**config.mk**
```make
export PLATFORM = sky130hd
export DESIGN_NAME = pc_sequencer
export DESIGN_NICKNAME = d
export VERILOG_FILES = /design/src/rtl/pc_sequencer.sv
export SDC_FILE = /design/constraint.sdc
export NUM_CORES = 1
export LEC_CHECK = 0
export ABC_AREA = 0
export ABC_CLOCK_PERIOD_IN_PS = 9500
export BUFFER_PORTS_ARGS = -buffer_cell sky130_fd_sc_hd__buf_2
export CAP_MARGIN = 30
export CORE_MARGIN = 4
export CORE_UTILIZATION = 40
export CTS_CLUSTER_SIZE = 20
export DETAILED_ROUTE_END_ITERATION = 8
export GPL_ROUTABILITY_DRIVEN = 0
export SLEW_MARGIN = 40
export SYNTH_ARGS = -nofsm -noshare
export SYNTH_HDL_FRONTEND = slang
export SYNTH_SLANG_ARGS = --single-unit
```
**constraint.sdc**
```tcl
create_clock -name clk -period 9.5 [get_ports clk]
set_clock_uncertainty 0.2 [all_clocks]
set_input_delay 0.475 -clock clk [delete_from_list [all_inputs] [get_ports clk]]
set_output_delay 0.475 -clock clk [all_outputs]
set_load 0.05 [all_outputs]
```
**src/rtl/pc_sequencer.sv**
```systemverilog
// pc_sequencer
// Program-counter sequencer for the front of MIPS instruction fetch. Holds the
// PC register, forms sequential / branch / jump targets and keeps a small
// circular return-address stack so jal / jr $ra pairs resolve without a
// register-file read. Everything is stallable.
//
// Parameters:
//   ADDR_W     PC width in bits (>= 28)
//   RESET_PC   PC loaded on reset (word aligned)
//   RAS_DEPTH  number of RAS entries (power of two, >= 2)
//
// Ports:
//   clk, reset       clock and synchronous active-high reset
//   stall            hold PC, RAS and flags this cycle
//   branch_taken     conditional branch resolved taken, with branch_offset (imm16)
//   jump             j instruction, target from jump_index
//   call             jal instruction: jump and push return address
//   ret              jr $ra: pop RAS, falls back to jr_target when empty
//   pc, pc_plus4     registered PC and its sequential successor
//   ras_empty/full   occupancy status of the RAS
//   ras_overflow     sticky: push made while full
//   ras_underflow    sticky: pop made while empty
module pc_sequencer #(
  parameter int                ADDR_W    = 32,
  parameter logic [ADDR_W-1:0] RESET_PC  = '0,
  parameter int                RAS_DEPTH = 4
) (
  input  logic              clk,
  input  logic              reset,
  input  logic              stall,
  input  logic              branch_taken,
  input  logic [15:0]       branch_offset,
  input  logic              jump,
  input  logic              call,
  input  logic [25:0]       jump_index,
  input  logic              ret,
  input  logic [ADDR_W-1:0] jr_target,
  output logic [ADDR_W-1:0] pc,
  output logic [ADDR_W-1:0] pc_plus4,
  output logic              ras_empty,
  output logic              ras_full,
  output logic              ras_overflow,
  output logic              ras_underflow
);

  localparam int             PTR_W    = $clog2(RAS_DEPTH);
  localparam logic [PTR_W:0] FULL_CNT = (PTR_W+1)'(RAS_DEPTH);

  logic [ADDR_W-1:0] pc_q, pc_d;
  logic [ADDR_W-1:0] ras_q [RAS_DEPTH];
  logic [ADDR_W-1:0] ras_d [RAS_DEPTH];
  logic [PTR_W-1:0]  top_q, top_d;
  logic [PTR_W:0]    count_q, count_d;
  logic              overflow_q, overflow_d;
  logic              underflow_q, underflow_d;

  logic [ADDR_W-1:0] branch_target;
  logic [ADDR_W-1:0] jump_target;
  logic [ADDR_W-1:0] ret_target;
  logic [PTR_W-1:0]  top_inc;
  logic [PTR_W-1:0]  top_dec;
  logic              ras_wr;
  logic [PTR_W-1:0]  ras_wr_idx;

  assign pc            = pc_q;
  assign pc_plus4      = pc_q + ADDR_W'(4);
  assign ras_empty     = (count_q == '0);
  assign ras_full      = (count_q == FULL_CNT);
  assign ras_overflow  = overflow_q;
  assign ras_underflow = underflow_q;

  // Word offset, sign extended and scaled to a byte offset.
  assign branch_target = pc_plus4 + {{(ADDR_W-18){branch_offset[15]}}, branch_offset, 2'b00};

  // The region bits above bit 27 only exist when the PC is wider than 28 bits.
  generate
    if (ADDR_W > 28) begin : g_jump_region
      assign jump_target = {pc_plus4[ADDR_W-1:28], jump_index, 2'b00};
    end else begin : g_jump_flat
      assign jump_target = {jump_index, 2'b00};
    end
  endgenerate

  assign ret_target = ras_empty ? jr_target : ras_q[top_q];

  // Pointer arithmetic wraps naturally because the depth is a power of two.
  assign top_inc = top_q + PTR_W'(1);
  assign top_dec = top_q - PTR_W'(1);

  // Next-state selection. Priority is stall, ret, jump/call, branch, sequential.
  // When full, top_inc lands on the oldest entry, so a push overwrites it.
  always_comb begin
    pc_d        = pc_q;
    top_d       = top_q;
    count_d     = count_q;
    overflow_d  = overflow_q;
    underflow_d = underflow_q;
    ras_wr      = 1'b0;
    ras_wr_idx  = top_q;
    if (!stall) begin
      if (ret) begin
        pc_d = ret_target;
        if (call) begin
          // ret+call swaps the top entry; an empty stack just receives a push.
          ras_wr = 1'b1;
          if (ras_empty) begin
            ras_wr_idx = top_inc;
            top_d      = top_inc;
            count_d    = (PTR_W+1)'(1);
          end else begin
            ras_wr_idx = top_q;
          end
        end else if (ras_empty) begin
          underflow_d = 1'b1;
        end else begin
          top_d   = top_dec;
          count_d = count_q - (PTR_W+1)'(1);
        end
      end else if (jump || call) begin
        pc_d = jump_target;
        if (call) begin
          ras_wr     = 1'b1;
          ras_wr_idx = top_inc;
          top_d      = top_inc;
          if (ras_full) begin
            overflow_d = 1'b1;
          end else begin
            count_d = count_q + (PTR_W+1)'(1);
          end
        end
      end else if (branch_taken) begin
        pc_d = branch_target;
      end else begin
        pc_d = pc_plus4;
      end
    end
  end

  always_comb begin
    for (int i = 0; i < RAS_DEPTH; i++) begin
      ras_d[i] = ras_q[i];
    end
    if (ras_wr) begin
      ras_d[ras_wr_idx] = pc_plus4;
    end
  end

  always_ff @(posedge clk) begin
    if (reset) begin
      pc_q        <= RESET_PC;
      top_q       <= '0;
      count_q     <= '0;
      overflow_q  <= 1'b0;
      underflow_q <= 1'b0;
    end else begin
      pc_q        <= pc_d;
      top_q       <= top_d;
      count_q     <= count_d;
      overflow_q  <= overflow_d;
      underflow_q <= underflow_d;
    end
  end

  // Entry contents are don't-care after reset, so the storage has no reset.
  always_ff @(posedge clk) begin
    for (int i = 0; i < RAS_DEPTH; i++) begin
      ras_q[i] <= ras_d[i];
    end
  end

endmodule

```
Word level (Yosys, flattened, before mapping) --
Memory sizes are Yosys's and may differ from the RTL's. A register that Yosys moved wholly into a read port is not among the register bits. Cells that the tools add are included.
Storage, ports and cells: register bits after elaboration 39, memory bits (writable) 128, bits of input ports 81, memories kept 1
Cells by class: add/sub/neg operators 6, magnitude comparators 2, equal/unequal tests 5, multiplexer cells 30, bitwise logic cells 4, reductions and logical operators 9
Memory list:
- ras_q | depth 4, bits a word 32, read ports 5, clocked after Yosys merged registers in 1, write ports 4, RTL line 50 | logic [ADDR_W-1:0] ras_q [RAS_DEPTH];
Operators by type and width (number):
- $mux W32 | 5
- $bwmux W128 | 1
- $mux W128 | 1
- $demux W32 S2 | 1
- $add A32 B3 Y32 const B | 1
- $add A32 B32 Y32 | 1
- $mux W2 | 11
- $mux W3 | 7
- $reduce_and A6 Y1 | 1
- $reduce_and A5 Y1 | 1
- $mux W1 | 4
- $ne A2 B2 Y1 const B | 2
- $reduce_and A4 Y1 | 1
- $reduce_bool A2 Y1 | 2
- $add A3 B1 Y3 const B | 1
- $eq A3 B3 Y1 const B | 1
- $ge A3 B3 Y1 const B | 1
- $logic_not A3 Y1 | 1
- $lt A3 B1 Y1 const B | 1
- $ne A3 B2 Y1 const B | 1
- $ne A3 B3 Y1 const B | 1
- $not A1 Y1 | 3
- $not A2 Y3 | 1
- $sub A3 B1 Y3 const B | 1
- 5 further kinds | 5

Depth between registers and ports, before layout --
Gate-level depths: netlist (run 1).
word-level depth 12, depth in mapped cells 16, mapped depth without buffers 15

Least setup slack after synthesis (run 1) --
No wires, ideal clock.
path kind reg2reg, start register, netlist name count_q[0], end memory ras_q[1][0], enable pin, data arrival time 4508 ps, slack 4291 ps, cell stages (with the launch flop) 8, buffers on the path 1, cell sequence dfxtp_1 inv_1 ha_1 nand2b_1 clkbuf_1 nand2_1 and2_1 nor4_1
RTL lines (RTL line):
- end, declared | 50

Worst setup path after layout (run 1) --
start register pc_q[4] (netlist: pc[4]), end register pc_q[31] (netlist: pc[31])
On the way: longest elaborated chain between the ends 5
Ends and longest elaborated chain:
- start, declared | RTL line 49 | logic [ADDR_W-1:0] pc_q, pc_d;
- start signal, assigned | RTL line 156 | pc_q <= pc_d;
- $add A32 B3 Y32 * | RTL line 66 | assign pc_plus4 = pc_q + ADDR_W'(4);
- $add A32 B32 Y32 | RTL line 73 | assign branch_target = pc_plus4 + {{(ADDR_W-18){branch_offset[15]}}, branch_offset, 2'b00};
- $mux W32 | RTL line 131 | end else if (branch_taken) begin
- $mux W32 * | RTL line 119 | end else if (jump || call) begin
- $mux W32 * | RTL line 101 | if (ret) begin
Mark *: on every way between the ends. The rest lies on a longest branch, timed or not. A chain may end at the register's enable or synchronous reset.

==> summary.txt, run 1 <==
Run status
  – Outcome: completed

STA
  – Period utilization: 0.483
  – Setup TNS: 0 ns
  – Post-layout min period: 4.59 ns
  – Slew Limit Fails: 0
  – Slew headroom: 0.445
  – RSZ-0062 raised after global routing: false
  – Final Hold Fails: 0
  – Tightest Pin Transition: 0.832 ns
  – Final setup margin: 4.91 ns
  – Max Fclk: 0.218 GHz
  – Final setup vio count: 0

Floorplan
  – Core Region: 23500 um^2
  – Site Rows: 56
  – Initial Util: 0.406
  – Die width: 162 um
  – Die ar.: 26400 um^2
  – I/O pins: 149
  – Die Ht: 162 um

Critical path
  – Bufs and invs on worst path: 0
  – Critical Path RT: 9.64 ns
  – Startpoint types: flop
  – CP arrival: 4.73 ns
  – Critical path endpoint category: flop
  – Critical path, cell by cell: nand3_1, nor3_2, nand2_1, nor2_1, nand3_1, xnor2_1, ha_1, and2_1, a2111oi_1, o2111ai_1, a41oi_1, xnor2_1, and3_1, o31ai_1
  – CP max FO: 8
  – Reg2Reg Setup Slack: 4.91 ns
  – Cells on worst reg2reg path: 14
  – Worst path max stage delay: 0.51 ns
  – CP Class: flop to flop
  – Worst r2r dst: pc[31]
  – CP Launch Point: pc[4]
  – Slowest CP cell: xnor2_1
  – CP top delay family: simple AND/OR/NAND/NOR gates
  – R2r startpoint: pc[4]

Run
  – Max-cap viol count: 0

CTS
  – CTS tree: yes
  – Postcts setup bufs: 0
  – CTS buffer count: 17
  – Cts repair resizes: 0
  – Clk slew on worst S/H paths: 0.07 ns
  – Clock Path Buffers: 2
  – Number of H-tree levels: 4
  – CTS Root Cell: clkbuf_16
  – Clock Latency Late Sink: 0.43 ns
  – Post-CTS Hold Buffers: 0
  – CTS sink cnt: 169

Synthesis
  – Synthesized flop and latch total: 169
  – Post-synthesis cell type count: 67
  – Fraction of registers with async set/reset: 0
  – Post-Syn Area: 9540 um^2
  – Main synth FF type: edfxtp_1
  – Syn nets: 995
  – Number of synthesized flops with an enable pin: 128
  – Seq/Total Area, Yosys: 0.489
  – Syn Inst Count: 874
  – Synth warn: 0
  – Mapped Avg Cell Area: 10.9 um^2

Final layout
  – Multi-input logic area: 4640 um^2
  – Layout fillers: 2165
  – Final Non-Filler Cells: 1339
  – Reg area: 4670 um^2
  – Final net count: 1128
  – Share of cells above drive strength 1: 0.245
  – P&R area growth vs syn: 17.8%
  – Final core occ: 0.479
  – Ant. Diodes: 0

Placement
  – HPWL after DPL: 21400 um
  – I/O Buffers: 148
  – DP Worst Slack: 4.97 ns
  – Placed instance count: 1307

Global routing
  – Largest net degree at the start of global routing: 49
  – Grt met3 use: 0.0511
  – GRT met1 Usage: 0.312
  – Global-route wire length before repair: 46100 um
  – GRT busiest layer: met2
  – Met2 Track Usage GR: 0.377
  – Global route total overflow: 0
  – Gr usage total: 0.233
  – Vias in the first global route: 7560
  – Initial antenna violation count: 0

Hold path
  – HP Start: jump_index[17]
  – WHS Path Cells: 3
  – Min-Delay Endpoint: pc[19]
  – Min-Delay Path Class: input port to flop

Routing
  – Vias/cell: 5.84
  – Iter 0 DRT Violations: 688
  – Via Count: 7824
  – Final ANT Viol Nets: 0
  – DRC Markers: 0
  – TritonRoute pass-1 iters: 5
  – Final wirelength: 30700 um
  – Post-DR wirelength/cell: 22.9 um

Power
  – Static leakage: 4.43 nW
  – Peak VDD IR: 0.107 mV
  – Cell area power density: 187 nW/um^2
==> worst reg2reg max path, stage by stage (launching register included) <==
cell and delay, ns:
dfxtp_1 0.42, nand3_1 0.20, nor3_2 0.45, nand2_1 0.17
nor2_1 0.39, nand3_1 0.15, xnor2_1 0.51, ha_1 0.37
and2_1 0.18, a2111oi_1 0.46, o2111ai_1 0.20, a41oi_1 0.30
xnor2_1 0.12, and3_1 0.20, o31ai_1 0.20
==> layer usage <==
| layer | wire length [um] | up-vias |
|---|---|---|
| li1 | - | 3607 |
| met1 | 12800 | 3796 |
| met4 | 915 | 0 |
| met2 | 14400 | 362 |
| met5 | 0 | - |
| met3 | 2520 | 59 |
==> cell usage after synthesis, types with 18 or more instances <==
master    instances  share of area
nand2_1         102          0.040
a21oi_1          68          0.036
and3_1           18          0.012
dfxtp_1          41          0.086
nand3_1          34          0.018
ha_1             39          0.051
clkbuf_1         33          0.013
nor2_1           63          0.025
o21ai_0          40          0.021
xnor2_1          30          0.028
inv_1            20         0.0079
mux4_2           32          0.076
edfxtp_1        128           0.40
mux2i_1          19          0.020
==> state kept, by name (all words and copies together) (netlist names), named ones only <==
register       count
pc                32
ras_underflow      1
top_q              2
ras_overflow       1
ras_q            128
count_q            3
==> how the worst max path moves through the flow <==
stage | depth (start not counted) | slack, ns | endpoint
after floorplan | 7 | 4.29 | ras_q[1][0]
after global routing | 14 | 4.48 | pc[31]
after global placement | 14 | 5.12 | pc[31]
after detailed placement | 14 | 4.97 | pc[31]
final | 14 | 4.91 | pc[31]
after CTS | 14 | 4.93 | pc[31]
==> report_power, final <==
part / leakage, nW / switching (mW) / total [mW] / internal (mW)
clock network: 0.284 / 0.302 / 0.707 / 0.405
logic: 2.63 / 0.351 / 0.522 / 0.170
registers: 1.52 / 0.0359 / 0.876 / 0.840
total: 4.43 / 0.689 / 2.10 / 1.42
==> logic make-up after synthesis <==
kind of cell / share of synthesized area
muxes: 0.0994
AOI/OAI and AO/OA: 0.156
buffers and inverters: 0.0293
and+or+nand+nor: 0.130
DFF: 0.489
adders and majority gates: 0.0533
xor gates and xnor gates: 0.0432
==> layout by cell type (no fill, tap or decap), drive strengths merged, types with 20 or more instances in the layout <==
master	instances
buf	163
edfxtp	128
nand2	102
a21oi	70
nor2	63
dfxtp	41
o21ai	40
ha	39
nand3	34
mux4	32
xnor2	30
inv	24
clkbuf	20
==> area by class of cell <==
cell class              instances  share of cell area
clock buffers                  20              0.0406
clock inverters                12              0.0125
inverters                      21             0.00701
multi-input cells             635               0.413
flip-flops and latches        169               0.415
well taps                     319              0.0355
repair buffers                163              0.0762
==> per-stage QoR <==
stage          cell area (um^2)  hold slack [ns]  power, mW
2_1_floorplan              9540            0.292       1.25
3_3_place_gp              10600            0.256       1.41
3_5_place_dp              10600            0.262       1.41
4_1_cts                   11200            0.131       2.11
5_1_grt                   11200            0.149       2.19
6_report                  11200            0.137       2.10
Note: power is estimated with default switching activity, not from simulation.
==> run 2, diff against run 1 <==
Settings changed: ABC_AREA 0 to 1, ABC_CLOCK_PERIOD_IN_PS 9500 to 4000.
Clock period 9.5 ns to 4 ns, I/O delays scaled along.
==> run 2 against run 1 <==
Against the previous run: utilization rose by 1.2 points; synthesized cell count rose by 55%; fmax rose by 21%; clock power rose by 130%; cell area rose by 14%; global-route usage rose by 3.4 points; synthesized area rose by 11%; via count rose by 35%; count of clock-buffer cells in the layout rose by 1; combinational power rose to 3.0 times the previous value; critical path type unchanged; critical endpoint unchanged.
==> summary.txt, run 2 <==
STA
  – RSZ-0062 raised after global routing: true
  – Post-layout min period: 3.79 ns
  – Slew Limit Fails: 0
  – Final setup margin: 0.206 ns
  – Final Hold Fails: 0
  – Slew headroom: 0.477
  – Tightest Pin Transition: 0.776 ns
  – Final hold slack: 0.00749 ns
  – Period utilization: 0.948
  – Max Fclk: 0.264 GHz
  – Final setup vio count: 0

CTS
  – Clock Path Buffers: 2
  – CTS buffer count: 17
  – CTS tree: yes
  – Clock Latency Late Sink: 0.44 ns
  – Clk slew on worst S/H paths: 0.07 ns
  – CTS sink cnt: 169
  – Number of H-tree levels: 4
  – CTS Root Cell: clkbuf_16

Global routing
  – Global-route wire length before repair: 59500 um
  – Largest net degree at the start of global routing: 65
  – Global route total overflow: 0
  – Gr usage total: 0.267
  – Vias in the first global route: 10108
  – Initial antenna violation count: 0

Final layout
  – Ant. Diodes: 0
  – Multi-input logic area: 5210 um^2
  – Share of cells above drive strength 1: 0.186
  – Final net count: 1660
  – Layout fillers: 2583
  – Reg area: 4670 um^2
  – Commonest non-fill, non-tap cell in the layout: nand2_1
  – Number of flip-flops in the largest register: 128
  – Commonest non-fill, non-tap cells in the layout: 324 x nand2_1, 148 x buf_2, 147 x nor2_1
  – Most flops, register: ras_q
  – P&R area growth vs syn: 20.9%

Synthesis
  – Seq/Total Area, Yosys: 0.441
  – Number of synthesized flops with an enable pin: 128
  – Syn nets: 1477
  – Post-Syn Area: 10600 um^2
  – Synthesized flop and latch total: 169
  – Mapped Avg Cell Area: 7.80 um^2
  – Synth top cells by count: 325 x nand2_1, 156 x nor2_1, 142 x inv_1
  – Syn Inst Count: 1356
  – Fraction of registers with async set/reset: 0
  – Count leader, synth: nand2_1
  – Synth warn: 0
  – Largest area contributor in the netlist: edfxtp_1
  – Post-synth top area share: 0.364
  – Top post-synthesis cells by area: edfxtp_1 36%, nand2_1 12%, dfxtp_1 7.8%
  – Main synth FF type: edfxtp_1
  – Post-synthesis cell type count: 48

Floorplan
  – Core Region: 26100 um^2
  – Die ar.: 29100 um^2
  – I/O pins: 149
  – Initial Util: 0.406
  – Site Rows: 59
  – Die width: 171 um
  – Die Ht: 171 um

Routing
  – Final wirelength: 39100 um
  – Via Count: 10569
  – Final ANT Viol Nets: 0
  – TritonRoute pass-1 iters: 5
  – DRC Markers: 0
  – Iter 0 DRT Violations: 1089
  – Vias/cell: 5.60
  – Post-DR wirelength/cell: 20.7 um

Hold path
  – WHS Path Cells: 5
  – Min-Delay Path Class: input port to flop
  – HP Start: jump_index[10]
  – Min-Delay Endpoint: pc[12]

Placement
  – DP Worst Slack: 0.0566 ns
  – HPWL after DPL: 27800 um
  – I/O Buffers: 148

Critical path
  – Critical Path RT: 4.17 ns
  – CP arrival: 3.96 ns
  – Startpoint types: flop
  – Reg2Reg Setup Slack: 0.21 ns
  – Critical path endpoint category: flop
  – Worst r2r dst: pc[31]
  – CP Class: flop to flop
  – CP max FO: 6
  – Cells on worst reg2reg path: 20
  – R2r startpoint: pc[2]

Run
  – Max-cap viol count: 0

Power
  – Cell area power density: 413 nW/um^2
  – Static leakage: 5.61 nW
  – Peak VDD IR: 0.278 mV

Run status
  – Outcome: completed
## run 2: cell count changes after synthesis, moves of 23 or more
cell / delta
xnor2_1: -25
mux4_2: -32
nor2_1: +93
nand3_1: +41
nand2_1: +223
o21ai_0: +76
inv_1: +122
or2_2: +27
o221ai_1: +23
## run 2: per-layer routing
metal  share of wire  global-route usage
met5               0                   0
met1            0.44               0.372
met3           0.071              0.0337
met4           0.030              0.0903
met2            0.46               0.431
## run 2: worst max path at each step
stage           from     end
3_3_place_gp   pc[2]  pc[21]
5_1_grt        pc[2]  pc[23]
4_1_cts        pc[2]  pc[21]
2_1_floorplan  pc[4]  pc[30]
6_report       pc[2]  pc[31]
3_5_place_dp   pc[2]  pc[21]
## run 2: cells by family (layout without fill, tap and decap cells)
group                      count (synthesis)  in the layout  synth area share
xor gates and xnor gates                  29             29            0.0240
DFF                                      169            169             0.441
adders and majority gates                 40             40            0.0480
and+or+nand+nor                          641            641             0.262
buffers and inverters                    205            401            0.0744
AOI/OAI and AO/OA                        272            272             0.150
## run 2: layout make-up
class,instances,share of cell area
Clock buffer,21,0.0360
Clock inverter,11,0.00881
Inverter,152,0.0447
Multi-Input combinational cell,982,0.407
Sequential cell,169,0.365
Tap cell,335,0.0328
Timing Repair Buffer,217,0.105
## run 2: report_power, final
group,leakage [nW],internal (mW),switching [mW]
combinational,3.80,0.454,1.10
sequential,1.54,2.00,0.0685
clock,0.278,0.904,0.749
total,5.61,3.36,1.91
## run 2: critical path, stage by stage (launching register included)
cell and delay [ns]:
dfxtp_2 0.44, ha_2 0.27, nand2_2 0.10, nor2_4 0.18
nand2_2 0.11, clkinv_2 0.12, nand2_1 0.07, xor2_1 0.21
inv_1 0.22, ha_1 0.43, nand2_1 0.12, nor2_1 0.27
and2_1 0.17, nand2_1 0.06, nand2_1 0.15, nand2_1 0.12
nand3_1 0.16, nand3_1 0.09, nand3_1 0.09, nand2_1 0.05
a21oi_1 0.12
## run 2: stage by stage
step | TNS (ns) | power, mW | std cells | util | cell area [um^2]
after global placement | 0 | 3.60 | 1821 | 0.454 | 11800
after CTS | 0 | 5.27 | 1887 | 0.489 | 12700
after detailed placement | 0 | 3.60 | 1821 | 0.454 | 11800
after floorplan | 0 | 3.10 | 1356 | - | 10600
final | 0 | 5.28 | 1887 | 0.491 | 12800
after global routing | -0.0758 | 5.50 | 1887 | 0.491 | 12800
## run 2: what timing repair did
item	4_1_cts	5_1_grt
buffers inserted	0	0
endpoints found under the hold margin	29	0
hold buffers	34	0
resized for setup	0	11
endpoints found under the setup margin	0	21
==> run 3, diff against run 2 <==
Settings changed: MAX_ROUTING_LAYER from default to met4.
==> run 3 against run 2 <==
Against the previous run: fmax is 1.2% higher; worst setup slack improved by 0.045 ns; global-route usage increased by 0.83 points; critical path depth down 6; the run now ends with hold timing left; sequential power about the same; largest cell class unchanged; via count increased by 0.66%; highest routed layer unchanged; power up 0.16%; register-to-register slack improved by 0.04 ns; combinational power hardly changed; cell area about the same; flip-flop and latch count stayed put.
==> summary.txt, run 3 (same netlist as run 2, synthesis figures left out) <==
Power
  – Static leakage: 5.61 nW
  – Cell area power density: 413 nW/um^2
  – Switch share: 0.364
  – Clock share of power: 0.314
  – Internal power: 3.36 mW
  – Peak VDD IR: 0.275 mV
  – Seq pwr share: 0.392
  – Combinational share of power: 0.294
  – Psw: 1.92 mW
  – PnR Total Power: 5.29 mW

CTS
  – CTS tree: yes
  – Clock Path Buffers: 2
  – CTS Root Cell: clkbuf_16
  – CTS sink cnt: 169
  – Clk slew on worst S/H paths: 0.07 ns
  – Clock Latency Late Sink: 0.44 ns
  – Number of H-tree levels: 4
  – CTS buffer count: 17
  – Postcts setup bufs: 0

Routing
  – Vias/cell: 5.64
  – Iter 0 DRT Violations: 1214
  – Via Count: 10639
  – Final ANT Viol Nets: 0
  – Final wirelength: 39100 um
  – TritonRoute pass-1 iters: 5
  – Post-DR wirelength/cell: 20.7 um
  – DRC Markers: 0

Global routing
  – Vias in the first global route: 10113
  – Global-route wire length before repair: 59600 um
  – Global route total overflow: 0
  – Met2 Track Usage GR: 0.430
  – Grt met3 use: 0.0310
  – GRT met1 Usage: 0.375
  – Gr usage total: 0.275
  – Initial antenna violation count: 0
  – GRT busiest layer: met2
  – Largest net degree at the start of global routing: 65

STA
  – Slew Limit Fails: 0
  – Post-layout min period: 3.75 ns
  – Max Fclk: 0.267 GHz
  – Final hold slack: -0.00358 ns
  – Period utilization: 0.937
  – Slew headroom: 0.484
  – Final setup margin: 0.251 ns
  – Tightest Pin Transition: 0.765 ns
  – Final Hold Fails: 1
  – Final setup vio count: 0

Critical path
  – CP Launch Point: pc[2]
  – CP Class: flop to flop
  – Bufs and invs on worst path: 1
  – CP top delay family: simple AND/OR/NAND/NOR gates
  – Worst path max stage delay: 0.55 ns
  – Slowest CP cell: dlygate4sd3_1
  – Startpoint types: flop
  – Critical path endpoint category: flop
  – CP max FO: 5
  – Critical Path RT: 4.19 ns
  – Critical path, cell by cell: ha_2, nand2_2, nor3_2, xor2_2, ha_1, nand2_1, nor2_1, nand3_1, nand2_1, xnor2_1, o211ai_1, o211ai_1, a21oi_1, dlygate4sd3_1
  – CP arrival: 3.94 ns
  – R2r startpoint: pc[2]

Final layout
  – Number of flip-flops in the largest register: 128
  – Final net count: 1660
  – Share of cells above drive strength 1: 0.186
  – Layout fillers: 2580
  – Commonest non-fill, non-tap cell in the layout: nand2_1
  – Most flops, register: ras_q
  – P&R area growth vs syn: 20.9%
  – Commonest non-fill, non-tap cells in the layout: 324 x nand2_1, 148 x buf_2, 146 x nor2_1
  – Ant. Diodes: 0

Hold path
  – HP Start: jump_index[10]
  – Min-Delay Path Class: input port to flop

Floorplan
  – I/O pins: 149
  – Site Rows: 59
  – Die Ht: 171 um
  – Die ar.: 29100 um^2
  – Die width: 171 um
  – Initial Util: 0.406
  – Core Region: 26100 um^2

Placement
  – DP Worst Slack: 0.0566 ns
  – I/O Buffers: 148
  – HPWL after DPL: 27800 um

Run
  – Max-cap viol count: 0

Run status
  – Violated checks: hold timing
  – Outcome: finished with violations
run 3: metrics by stage:
step / cells / instance area, um^2 / setup TNS [ns] / utilization
floorplan: 1356 / 10600 / 0 / -
global placement: 1821 / 11800 / 0 / 0.454
detailed placement: 1821 / 11800 / 0 / 0.454
CTS: 1887 / 12700 / 0 / 0.489
global route: 1887 / 12800 / -0.0173 / 0.491
finish: 1887 / 12800 / 0 / 0.491
run 3: cell type report:
cell class | count | area (um^2) | share of cell area
clock buffers | 21 | 460 | 0.0360
clock inverters | 11 | 113 | 0.00881
inverters | 152 | 572 | 0.0447
multi-input cells | 982 | 5210 | 0.407
flip-flops and latches | 169 | 4670 | 0.365
well taps | 335 | 419 | 0.0328
repair buffers | 217 | 1340 | 0.105
run 3: worst paths after layout:
path	endpoint	slack, ns	cells after the start
max reg2reg	pc[9]	0.25	14
max	pc[9]	0.25	14
min	pc[12]	-0.004	5
min reg2reg	ras_underflow	0.27	2
run 3: what timing repair did:
item | 4_1_cts | 5_1_grt
gates resized for setup | 0 | 12
endpoints found under the hold margin | 29 | 0
endpoints found under the setup margin | 0 | 21
hold buffers | 34 | 0
run 3: power groups by stage:
| stage | clock network [mW] | logic, mW | registers [mW] |
|---|---|---|---|
| 2_1_floorplan | 0 | 0.903 | 2.20 |
| 3_3_place_gp | 0 | 1.49 | 2.11 |
| 3_5_place_dp | 0 | 1.50 | 2.11 |
| 4_1_cts | 1.67 | 1.53 | 2.07 |
| 5_1_grt | 1.74 | 1.69 | 2.08 |
| 6_report | 1.66 | 1.55 | 2.07 |
run 3: worst reg2reg max path, delay by kind of cell, from the launching register on:
family	cells	cell delay [ns]
buffers and inverters	1	0.55
adders and majority gates	2	0.66
DFF	1	0.44
AOI/OAI and AO/OA	3	0.48
and+or+nand+nor	6	1.08
xor gates and xnor gates	2	0.30
run 3: metal layers:
metal | vias up | wire length [um]
met2 | 498 | 18000
li1 | 4954 | -
met1 | 5114 | 17100
met3 | 73 | 2800
met5 | - | 0
met4 | 0 | 1170
